`config.mk`:
```
export PLATFORM = sky130hd
export DESIGN_NAME = sram_access_arbiter
export DESIGN_NICKNAME = d
export VERILOG_FILES = /design/src/rtl/sram_arb_pkg.sv /design/src/rtl/sram_block_select.sv /design/src/rtl/sram_access_arbiter.sv
export SDC_FILE = /design/constraint.sdc
export NUM_CORES = 1
export LEC_CHECK = 0
export BUFFER_PORTS_ARGS = -buffer_cell sky130_fd_sc_hd__buf_2
export CORE_UTILIZATION = 45
export DETAILED_ROUTE_END_ITERATION = 10
export PLACE_DENSITY = 0.76
export SLEW_MARGIN = 5
export SYNTH_ARGS = -nofsm -noshare
export SYNTH_HDL_FRONTEND = slang
export SYNTH_SLANG_ARGS = --single-unit
export TNS_END_PERCENT = 1
```
`constraint.sdc`:
```
create_clock -name Clock -period 2.83 [get_ports Clock]
set_input_delay 0 -clock Clock [delete_from_list [all_inputs] [get_ports Clock]]
set_output_delay 0 -clock Clock [all_outputs]
set_load 0.005 [all_outputs]
```
`src/rtl/sram_arb_pkg.sv`:
```
// Shared types and constants for the external SRAM access arbiter.
// Block chip-select patterns are written Block0..Block3, active low.
package sram_arb_pkg;

  typedef enum logic [2:0] {
    ST_IDLE,
    ST_SETUP,
    ST_ACCESS,
    ST_HOLD,
    ST_DONE
  } arb_state_e;

  typedef enum logic {
    GNT_CPU,
    GNT_VID
  } grant_e;

  localparam logic [3:0] BLOCK_NONE = 4'b1111;
  localparam logic [3:0] BLOCK0_L   = 4'b0111;
  localparam logic [3:0] BLOCK1_L   = 4'b1011;
  localparam logic [3:0] BLOCK2_L   = 4'b1101;
  localparam logic [3:0] BLOCK3_L   = 4'b1110;

  localparam int WAIT_CNT_W = 3;

endpackage

```
`src/rtl/sram_block_select.sv`:
```
// Decodes the top two word-address bits into one-hot-low SRAM
// block selects; all blocks deselected while disabled.
module sram_block_select
  import sram_arb_pkg::*;
(
  input  logic [1:0] sel_i,
  input  logic       en_i,
  output logic [3:0] block_l_o
);

  always_comb begin
    block_l_o = BLOCK_NONE;
    if (en_i) begin
      unique case (sel_i)
        2'd0: block_l_o = BLOCK0_L;
        2'd1: block_l_o = BLOCK1_L;
        2'd2: block_l_o = BLOCK2_L;
        2'd3: block_l_o = BLOCK3_L;
      endcase
    end
  end

endmodule

```
`src/rtl/sram_access_arbiter.sv`:
```
// Shares the external SRAM between the 68k CPU and the video fetch
// engine, sequencing setup/access/hold strobe timing per access.
module sram_access_arbiter
  import sram_arb_pkg::*;
#(
  parameter int ADDR_W      = 17,
  parameter int WAIT_CYCLES = 2,
  parameter int DATA_W      = 16
) (
  input  logic              Clock,
  input  logic              Reset_H,
  input  logic              CpuReq_H,
  input  logic [ADDR_W-1:0] CpuAddress,
  input  logic              CpuRW_H,
  input  logic              CpuUDS_L,
  input  logic              CpuLDS_L,
  input  logic [DATA_W-1:0] CpuDataOut,
  output logic [DATA_W-1:0] CpuDataIn,
  output logic              CpuDtack_L,
  input  logic              VidReq_H,
  input  logic [ADDR_W-1:0] VidAddress,
  output logic [DATA_W-1:0] VidData,
  output logic              VidAck_H,
  output logic [ADDR_W-3:0] SramAddress,
  output logic [3:0]        SramBlock_L,
  output logic              SramOE_L,
  output logic              SramWE_L,
  output logic              SramUB_L,
  output logic              SramLB_L,
  output logic [DATA_W-1:0] SramDataOut,
  output logic              SramDataOE_H,
  input  logic [DATA_W-1:0] SramDataIn
);

  localparam logic [WAIT_CNT_W-1:0] LAST_WAIT =
    WAIT_CNT_W'(WAIT_CYCLES - 1);

  arb_state_e            state_q, state_d;
  logic [WAIT_CNT_W-1:0] cnt_q, cnt_d;
  grant_e                gnt_q, gnt_d;
  grant_e                last_q, last_d;
  logic [ADDR_W-1:0]     addr_q, addr_d;
  logic                  rd_q, rd_d;
  logic                  ub_q, ub_d;
  logic                  lb_q, lb_d;
  logic [DATA_W-1:0]     wdata_q, wdata_d;
  logic [DATA_W-1:0]     cdata_q, cdata_d;
  logic [DATA_W-1:0]     vdata_q, vdata_d;

  logic in_setup;
  logic in_access;
  logic in_hold;
  logic in_done;
  logic active;

  always_ff @(posedge Clock or posedge Reset_H) begin
    if (Reset_H) begin
      state_q <= ST_IDLE;
      cnt_q   <= '0;
      gnt_q   <= GNT_CPU;
      last_q  <= GNT_VID;
      addr_q  <= '0;
      rd_q    <= 1'b1;
      ub_q    <= 1'b1;
      lb_q    <= 1'b1;
      wdata_q <= '0;
      cdata_q <= '0;
      vdata_q <= '0;
    end else begin
      state_q <= state_d;
      cnt_q   <= cnt_d;
      gnt_q   <= gnt_d;
      last_q  <= last_d;
      addr_q  <= addr_d;
      rd_q    <= rd_d;
      ub_q    <= ub_d;
      lb_q    <= lb_d;
      wdata_q <= wdata_d;
      cdata_q <= cdata_d;
      vdata_q <= vdata_d;
    end
  end

  always_comb begin
    state_d = state_q;
    cnt_d   = cnt_q;
    gnt_d   = gnt_q;
    last_d  = last_q;
    addr_d  = addr_q;
    rd_d    = rd_q;
    ub_d    = ub_q;
    lb_d    = lb_q;
    wdata_d = wdata_q;
    cdata_d = cdata_q;
    vdata_d = vdata_q;
    unique case (state_q)
      ST_IDLE: begin
        // On a tie the requester that did not go last wins
        if (CpuReq_H && (!VidReq_H || last_q == GNT_VID)) begin
          gnt_d   = GNT_CPU;
          addr_d  = CpuAddress;
          rd_d    = CpuRW_H;
          ub_d    = CpuUDS_L;
          lb_d    = CpuLDS_L;
          wdata_d = CpuDataOut;
          cnt_d   = '0;
          state_d = ST_SETUP;
        end else if (VidReq_H) begin
          gnt_d   = GNT_VID;
          addr_d  = VidAddress;
          rd_d    = 1'b1;
          ub_d    = 1'b0;
          lb_d    = 1'b0;
          cnt_d   = '0;
          state_d = ST_SETUP;
        end
      end
      ST_SETUP: begin
        state_d = ST_ACCESS;
      end
      ST_ACCESS: begin
        if (cnt_q == LAST_WAIT) begin
          state_d = ST_HOLD;
          if (rd_q) begin
            if (gnt_q == GNT_CPU) cdata_d = SramDataIn;
            else                  vdata_d = SramDataIn;
          end
        end else begin
          cnt_d = cnt_q + 1'b1;
        end
      end
      ST_HOLD: begin
        state_d = ST_DONE;
      end
      ST_DONE: begin
        last_d = gnt_q;
        // An aborted CPU cycle leaves without ever asserting DTACK
        if (gnt_q == GNT_VID || !CpuReq_H) state_d = ST_IDLE;
      end
      default: begin
        state_d = ST_IDLE;
      end
    endcase
  end

  assign in_setup  = (state_q == ST_SETUP);
  assign in_access = (state_q == ST_ACCESS);
  assign in_hold   = (state_q == ST_HOLD);
  assign in_done   = (state_q == ST_DONE);
  assign active    = in_setup | in_access | in_hold;

  sram_block_select u_bsel (
    .sel_i     (addr_q[ADDR_W-1 -: 2]),
    .en_i      (active),
    .block_l_o (SramBlock_L)
  );

  assign SramAddress  = addr_q[ADDR_W-3:0];
  assign SramOE_L     = ~(rd_q & (in_setup | in_access));
  assign SramWE_L     = ~(~rd_q & in_access);
  assign SramUB_L     = active ? ub_q : 1'b1;
  assign SramLB_L     = active ? lb_q : 1'b1;
  assign SramDataOut  = wdata_q;
  assign SramDataOE_H = active & ~rd_q;

  assign CpuDataIn  = cdata_q;
  assign VidData    = vdata_q;
  assign CpuDtack_L = ~(in_done & (gnt_q == GNT_CPU) & CpuReq_H);
  assign VidAck_H   = in_done & (gnt_q == GNT_VID);

endmodule

```
# Word level (Yosys, flattened, before mapping)

Index checks and enable logic that the tools add are counted.

Reduce and logical (&&, ||, !) cells: 15
Bitwise gates (word level): 13
Equality and inequality tests: 12
Add/sub/neg operators: 1
Mux-type cells: 21

Operators with widths:

| operator                                                                 | count |
|---|---|
| 17-bit 2-to-1 mux                                                        | 2 |
| 3-bit 2-to-1 mux                                                         | 7 |
| 4-bit one-hot mux with 4 select lines                                    | 1 |
| 3-bit one-hot mux with 5 select lines                                    | 1 |
| 1-bit 2-to-1 mux                                                         | 8 |
| 4-bit AND reduction                                                      | 2 |
| 1-bit bitwise AND                                                        | 6 |
| 3-bit by 1-bit equality test with 1-bit output (second input constant)   | 2 |
| 3-bit by 2-bit equality test with 1-bit output (second input constant)   | 2 |
| 3-bit one-hot mux with 2 select lines                                    | 1 |
| 3-bit AND reduction                                                      | 2 |
| 1-bit NOT                                                                | 5 |
| 2-bit equality test (second input constant)                              | 2 |
| 4-bit 2-to-1 mux                                                         | 1 |
| 2-bit by 1-bit inequality test with 1-bit output (second input constant) | 2 |
| 2-bit AND reduction                                                      | 2 |
| 2-bit nonzero test                                                       | 2 |
| 3-bit by 1-bit adder with 3-bit output (second input constant)           | 1 |
| 3-bit equality test (second input constant)                              | 1 |
| 3-bit zero test                                                          | 1 |
| 3-bit inequality test (second input constant)                            | 1 |
| 2-bit by 1-bit equality test with 1-bit output (second input constant)   | 1 |
| 1-bit zero test                                                          | 2 |
| 2-bit zero test                                                          | 1 |
| other kinds (4)                                                          | 6 |

Input port bits: 73
Flip-flop bits (word level): 76

# Depth between registers and ports, before layout

Gate-level depths: netlist (run 1).

Depth in word-level cells: 5
Mapped depth: 6

# Modules after synthesis

Synthesis (run 1) repeated with hierarchy kept, for this count alone.

Cells, all modules: 280
Area total of the unflattened synthesis: 3419.5 µm²

By module, submodules not included:

| module              | instances | area each (µm²) | cells each | sequential area each (µm²) |
|---|---|---|---|---|
| sram_access_arbiter | 1         | 3390.8          | 276        | 1906.8 |
| sram_block_select   | 1         | 28.8            | 4          | 0.0 |

# Worst setup path before layout (run 1)

OpenSTA, ideal clock, no wires.

Kind: flip-flop to flip-flop
Start: register state_q[0]
End: register cdata_q[0], in the netlist CpuDataIn[0]
Library setup time: 0.125 ns
Cell stages (with the launch flop): 6
Path slack: 0.867 ns
Clock period less this slack: 1.963 ns
Path buffers: 2
Arrival: 1.838 ns
Cell sequence: dfrtp_1 buf_2 or3b_4 nor4b_4 buf_6 mux2_2

Longest elaborated chain between the ends: 2

RTL lines:

| item                                           | RTL line                  | RTL |
|---|---|---|
| from (decl)                                    | sram_access_arbiter.sv:38 | `arb_state_e state_q, state_d;` |
| from (signal assigned)                         | sram_access_arbiter.sv:70 | `state_q <= state_d;` |
| 3-bit by 2-bit equality test with 1-bit output | sram_access_arbiter.sv:96 | `unique case (state_q)` |
| 4-bit AND reduction (no source line)           | -                         |  |
| to (signal assigned)                           | sram_access_arbiter.sv:79 | `cdata_q <= cdata_d;` |
| to (decl)                                      | sram_access_arbiter.sv:47 | `logic [DATA_W-1:0] cdata_q, cdata_d;` |

No other way between the ends.
A chain may end at the register's enable or synchronous reset.

# Final worst setup path (run 1)

Start: register state_q[2]
End: register addr_q[3]

Longest elaborated chain between the ends: 2

RTL lines:

| item                                 | RTL line                  | RTL |
|---|---|---|
| 3-bit zero test                      | sram_access_arbiter.sv:96 |  |
| 2-bit AND reduction (no source line) | -                         |  |
| to (signal assigned)                 | sram_access_arbiter.sv:74 | `addr_q <= addr_d;` |
| to (decl)                            | sram_access_arbiter.sv:42 | `logic [ADDR_W-1:0] addr_q, addr_d;` |

No other way between the ends.

==> impl_metrics.json, run 1 <==
{
  "status": "completed",
  "grt_pass1_vias": 2976,
  "clk_pin_slew_worst_paths_ps": 90,
  "post-cts-setup-buffer-count": 0,
  "start_util_pct": 47.0,
  "synth_flop_cell": "dfrtp_1",
  "root_buffer": "clkbuf_8",
  "cts_buffer_depth": 2,
  "grt_max_degree": 59,
  "fin_skew_ps": 9.83,
  "pin_count": 147,
  "drc": 0,
  "clk_latency_ps": 350,
  "cts_tree": "yes",
  "r2r_start": "state_q[2]$_DFFE_PP0P_",
  "numCtsBuffers": 9,
  "netlist_area_um2": 3430,
  "crit_fanout": 19,
  "cp.required_ps": 3050,
  "row_count": 31,
  "routedWlPerCell_um": 14.9,
  "firstDrtPassIters": 4,
  "antenna_found_initial": 0,
  "numPortBuffers": 146,
  "start_kind": "flip-flop",
  "holdPathEnd": "state_q[2]$_DFFE_PP0P_",
  "area_delta_synth_final_pct": 46.9,
  "htreeDepth": 3,
  "fp.dieH_um": 89.3,
  "tightest_slew_ps": 969,
  "leakagePower_uw": 0.00236,
  "wl_um": 8720,
  "holdPathStages": 3,
  "power_density_nw_per_um2": 999,
  "r2r_slack_ps": 440,
  "gp_congestion": 0.732,
  "diodes": 0,
  "netlist_instances": 284,
  "cts_resized": 0,
  "vias": 2939,
  "yosysSeqAreaShare_pct": 55.6,
  "yosysUniqueCellTypes": 38,
  "multi_input_area_um2": 1300,
  "setup_tns_ps": 0,
  "cts_hold_buffers": 70,
  "drtAntennaViolNets": 0,
  "fp.dieW_um": 89.3,
  "vias_per_cell": 5.01,
  "slew_violations": 0,
  "ff_latch_area_um2": 1910,
  "placed_cells": 501,
  "core_um2": 7290,
  "finalSetupViolCount": 0,
  "synthArstFlopShare_pct": 100,
  "ff2ff_path_depth": 4,
  "maxCapViolCount": 0,
  "nets": 558,
  "endpoint_kind": "flip-flop",
  "finalHoldViolations": 0,
  "cp_data_arrival_time_ps": 2610,
  "clock-sinks": 76,
  "synth_edf_count": 0,
  "grtUsageTotal_pct": 22.5,
  "r2r_end": "addr_q[3]$_DFFE_PP0P_",
  "avgSynthCellArea_um2": 12.1,
  "layout-drive-gt1-share_pct": 46.9,
  "synthesis.nets": 359,
  "final.min_clock_period_ps": 2390,
  "min_from": "CpuReq_H",
  "stdcell_count": 587,
  "grt_pass1_wl_um": 13500,
  "dp_hpwl_um": 5460,
  "hold_class": "in -> reg",
  "slew_headroom_pct": 35.3,
  "timing.hold.ws_ps": 189,
  "rsz0062_at_grt": "false",
  "num-fill-cells": 576,
  "crit_type": "reg -> reg",
  "ys.warnings.count": 0,
  "ys_ff_latch": 76,
  "drt_iter0_markers": 83,
  "die-area_um2": 7970,
  "max_freq_mhz": 419,
  "finalCritPeriodShare_pct": 84.4,
  "irDropWorstVdd_mv": 0.456,
  "gr-total-overflow": 0
}
[per-stage QoR]
step | power, µW | area, µm² | util [%] | setup slack (ps)
after floorplan | 3190 | 3430 | - | 867
after global placement | 3790 | 4130 | 56.7 | 930
after detailed placement | 3880 | 4130 | 56.7 | 871
after CTS | 5040 | 5040 | 69.1 | 456
after global routing | 5430 | 5040 | 69.1 | 265
final | 5030 | 5040 | 69.1 | 441
[state kept, by name (all words and copies together), names as in the netlist]
name,count
last_q,1
ub_q,1
lb_q,1
rd_q,1
VidData,16
addr_q,17
CpuDataIn,16
state_q,3
cnt_q,3
SramDataOut,16
gnt_q,1
[per-layer routing]
layer  part of all wire [%]  wire (µm)  track usage (%)  vias up
met5                      0          0                0        -
met4                    1.6        143             11.0        0
met3                    5.9        515             5.08       16
met2                     51       4420             40.0      103
met1                     42       3640             25.5     1426
li1                       -          -                -     1394
[how the worst max path moves through the flow]
stage	start	to	slack, ps	depth (start not counted)
after global routing	state_q[2]$_DFFE_PP0P_	addr_q[3]$_DFFE_PP0P_	260	4
after CTS	state_q[2]$_DFFE_PP0P_	addr_q[10]$_DFFE_PP0P_	460	4
final	state_q[2]$_DFFE_PP0P_	addr_q[3]$_DFFE_PP0P_	440	4
after global placement	state_q[2]$_DFFE_PP0P_	CpuDataIn[6]$_DFFE_PP0P_	930	4
after detailed placement	state_q[2]$_DFFE_PP0P_	CpuDataIn[14]$_DFFE_PP0P_	870	4
after floorplan	state_q[0]$_DFFE_PP0P_	CpuDataIn[0]$_DFFE_PP0P_	870	5
[area by class of cell]
class / instances / area share [%]
multi-input combinational: 167 / 25.8
inverter: 7 / 0.546
sequential: 76 / 37.9
timing repair buffer: 222 / 29.3
clock buffer: 9 / 2.46
tap: 99 / 2.46
clock inverter: 7 / 1.59
[layout by cell type (no fill, tap or decap), types with 2 or more instances in the layout]
cell / instances
nand2_1: 6
dlygate4sd3_1: 70
clkinvlp_4: 2
nand3b_1: 19
a21oi_1: 17
inv_1: 6
buf_2: 146
buf_4: 6
dfstp_2: 4
nor2b_1: 4
o2bb2ai_1: 2
a31oi_1: 17
dfrtp_1: 72
nand2b_1: 2
ha_1: 2
mux2_2: 49
clkbuf_8: 9
nor2_1: 8
or2_2: 3
nand3_1: 2
o21ai_0: 19
inv_6: 4
[cell usage after synthesis, drive strengths merged, types with 2 or more instances]
| library cell | instances | share of area [%] |
|---|---|---|
| dfrtp | 72 | 53 |
| nand3 | 2 | 0.29 |
| nor2 | 8 | 0.88 |
| a21oi | 17 | 2.5 |
| o21ai | 19 | 2.8 |
| nand2 | 6 | 0.66 |
| nand3b | 19 | 4.2 |
| nor2b | 4 | 0.73 |
| o2bb2ai | 2 | 0.51 |
| or2 | 3 | 0.55 |
| a31oi | 17 | 3.1 |
| clkbuf | 12 | 1.3 |
| dfstp | 4 | 3.1 |
| inv | 7 | 0.77 |
| ha | 2 | 0.73 |
| mux2 | 49 | 16 |
| buf | 22 | 4.6 |
| nand2b | 2 | 0.36 |
[power breakdown]
part / switching [µW] / internal (µW)
logic: 915 / 1270
clock network: 436 / 420
registers: 344 / 1650
[logic make-up (layout without fill, tap and decap cells)]
group | count (synthesis) | in the layout | share of synthesized area [%]
flops | 76 | 76 | 55.6
compound gates | 62 | 62 | 10.5
simple gates | 53 | 53 | 10.1
mux | 49 | 49 | 16.1
buf+inv | 41 | 245 | 6.68
fa+ha+maj | 2 | 2 | 0.730
xor+xnor | 1 | 1 | 0.255
[critical path, stage by stage (launching register included)]
cell and delay (ps):
dfrtp_1 500, nor3_2 340, and2_1 620, a31oi_1 190, dlygate4sd3_1 620
(Power assumes the default switching activity.)
==> run 2, diff against run 1 <==
==> constraint.sdc (replaced) <==
create_clock -name Clock -period 2.3 [get_ports Clock]
set_input_delay 0 -clock Clock [delete_from_list [all_inputs] [get_ports Clock]]
set_output_delay 0 -clock Clock [all_outputs]
set_load 0.005 [all_outputs]
==> run 2 against run 1 <==
- register-to-register slack worse by 350 ps
- first-iteration DRC count is 11% lower
- core utilization is 0.31 points higher
- critical path type unchanged
- largest power group unchanged
- highest routed layer unchanged
==> impl_metrics.json, run 2 (synthesis results as in run 1) <==
{
  "vias": 3030,
  "core_um2": 7290,
  "ff2ff_path_depth": 6,
  "fp.dieW_um": 89.3,
  "maxCapViolCount": 0,
  "pin_count": 147,
  "leakagePower_uw": 0.00237,
  "finalSetupViolCount": 0,
  "vias_per_cell": 5.14,
  "critical-path-max-stage-delay_ps": 570,
  "max_freq_mhz": 453,
  "fin_skew_ps": 9.98,
  "fp.dieH_um": 89.3,
  "irDropWorstVdd_mv": 0.543,
  "route.met3.wl_um": 599,
  "holdPathEnd": "addr_q[12]$_DFFE_PP0P_",
  "cts_tree": "yes",
  "regMostFlops": "addr_q",
  "routedWlPerCell_um": 15.4,
  "hold_class": "in -> reg",
  "layout_common_cells": "146 x buf_2, 72 x dfrtp_1, 70 x dlygate4sd3_1",
  "holdPathStages": 3,
  "drt-met1-wl_um": 3640,
  "final.min_clock_period_ps": 2210,
  "cp.required_ps": 2520,
  "r2r_start": "state_q[0]$_DFFE_PP0P_",
  "dp_hpwl_um": 5510,
  "htreeDepth": 3,
  "start_util_pct": 47.0,
  "numPortBuffers": 146,
  "grt_pass1_wl_um": 13700,
  "final_core_util_pct": 69.4,
  "power_uw": 6080,
  "gp_congestion": 0.685,
  "drt_iter0_markers": 74,
  "finalCritPeriodShare_pct": 95.9,
  "die-area_um2": 7970,
  "path_cells": "nor3_4, buf_6, and2_1, buf_4, a31oi_1, dlygate4sd3_1",
  "min_from": "CpuReq_H",
  "finalHoldViolations": 0,
  "numCtsBuffers": 9,
  "grt_pass1_vias": 2918,
  "clk_latency_ps": 340,
  "status": "completed",
  "crit_type": "reg -> reg",
  "firstDrtPassIters": 4,
  "nets": 561,
  "start_kind": "flip-flop",
  "slew_headroom_pct": 44.3,
  "row_count": 31,
  "r2r_slack_ps": 90,
  "wl_um": 9120,
  "r2r_end": "addr_q[9]$_DFFE_PP0P_",
  "met2_wirelength_um": 4710,
  "layout_commonest_cell": "buf_2",
  "grtUsageTotal_pct": 23.0,
  "crit_fanout": 18,
  "largest_reg_flops": 17,
  "tightest_slew_ps": 834,
  "root_buffer": "clkbuf_8",
  "cts_buffer_depth": 2,
  "endpoint_kind": "flip-flop",
  "routed.top_layer": "met4",
  "antenna_found_initial": 0,
  "power_density_nw_per_um2": 1200,
  "crit_slowest_cell": "dlygate4sd3_1",
  "drc": 0,
  "drtAntennaViolNets": 0,
  "layout-drive-gt1-share_pct": 47.3,
  "path_buf_inv": 3,
  "cp_data_arrival_time_ps": 2420,
  "critPathTopFamily": "buffers and inverters",
  "grt_max_degree": 49,
  "diodes": 0,
  "clk_pin_slew_worst_paths_ps": 90,
  "area_delta_synth_final_pct": 47.5,
  "gr-total-overflow": 0,
  "slew_violations": 0,
  "clock-sinks": 76
}
run 2: final cells by class:
class,instances,area [µm²]
multi-input cells,167,1310
fillers,571,2230
inverters,7,27.5
flip-flops and latches,76,1910
repair buffers,225,1520
well taps,99,124
clock inverters,7,57.6
clock buffers,9,124
run 2: per-stage QoR:
step	instances	hold slack, ps	setup slack [ps]	cell area [µm²]	TNS (ps)
after floorplan	284	88.3	337	3430	0
after global placement	503	185	403	4160	0
after detailed placement	503	190	326	4160	0
after CTS	589	130	17.3	5040	0
after global routing	590	154	-29.3	5060	-91.9
final	590	157	93.6	5060	0
run 2: tightest hold or removal path: cells and delay by family:
kind,cells,cell delay [ps]
buffers and inverters,1,240
AO/OA/AOI/OAI,1,80
AND/OR/NAND/NOR,1,140
run 2: repair_timing:
action,in CTS,in global routing
hold endpoints to repair,111,0
resized for setup,0,2
setup endpoints to repair,0,11
hold buffers,70,0
buffers inserted,0,1
run 2: how the worst max path moves through the flow:
| stage | depth (start not counted) | from | to |
|---|---|---|---|
| 2_1_floorplan | 5 | state_q[0]$_DFFE_PP0P_ | CpuDataIn[0]$_DFFE_PP0P_ |
| 3_3_place_gp | 4 | state_q[2]$_DFFE_PP0P_ | CpuDataIn[15]$_DFFE_PP0P_ |
| 3_5_place_dp | 4 | state_q[2]$_DFFE_PP0P_ | CpuDataIn[4]$_DFFE_PP0P_ |
| 4_1_cts | 6 | state_q[2]$_DFFE_PP0P_ | addr_q[9]$_DFFE_PP0P_ |
| 6_report | 6 | state_q[0]$_DFFE_PP0P_ | addr_q[9]$_DFFE_PP0P_ |
| 5_1_grt | 6 | state_q[0]$_DFFE_PP0P_ | addr_q[9]$_DFFE_PP0P_ |
run 2: report_power, final:
group,leakage (µW),switching (µW),internal [µW]
combinational,0.00139,1150,1530
sequential,0.000902,432,2020
clock,0.0000829,527,404
total,0.00237,2110,3960
run 2: per-layer routing:
metal  global-route usage, %  vias up
li1                        -     1401
met1                    27.7     1468
met2                    40.1      144
met3                    5.08       17
met4                    9.24        0
met5                       0        -
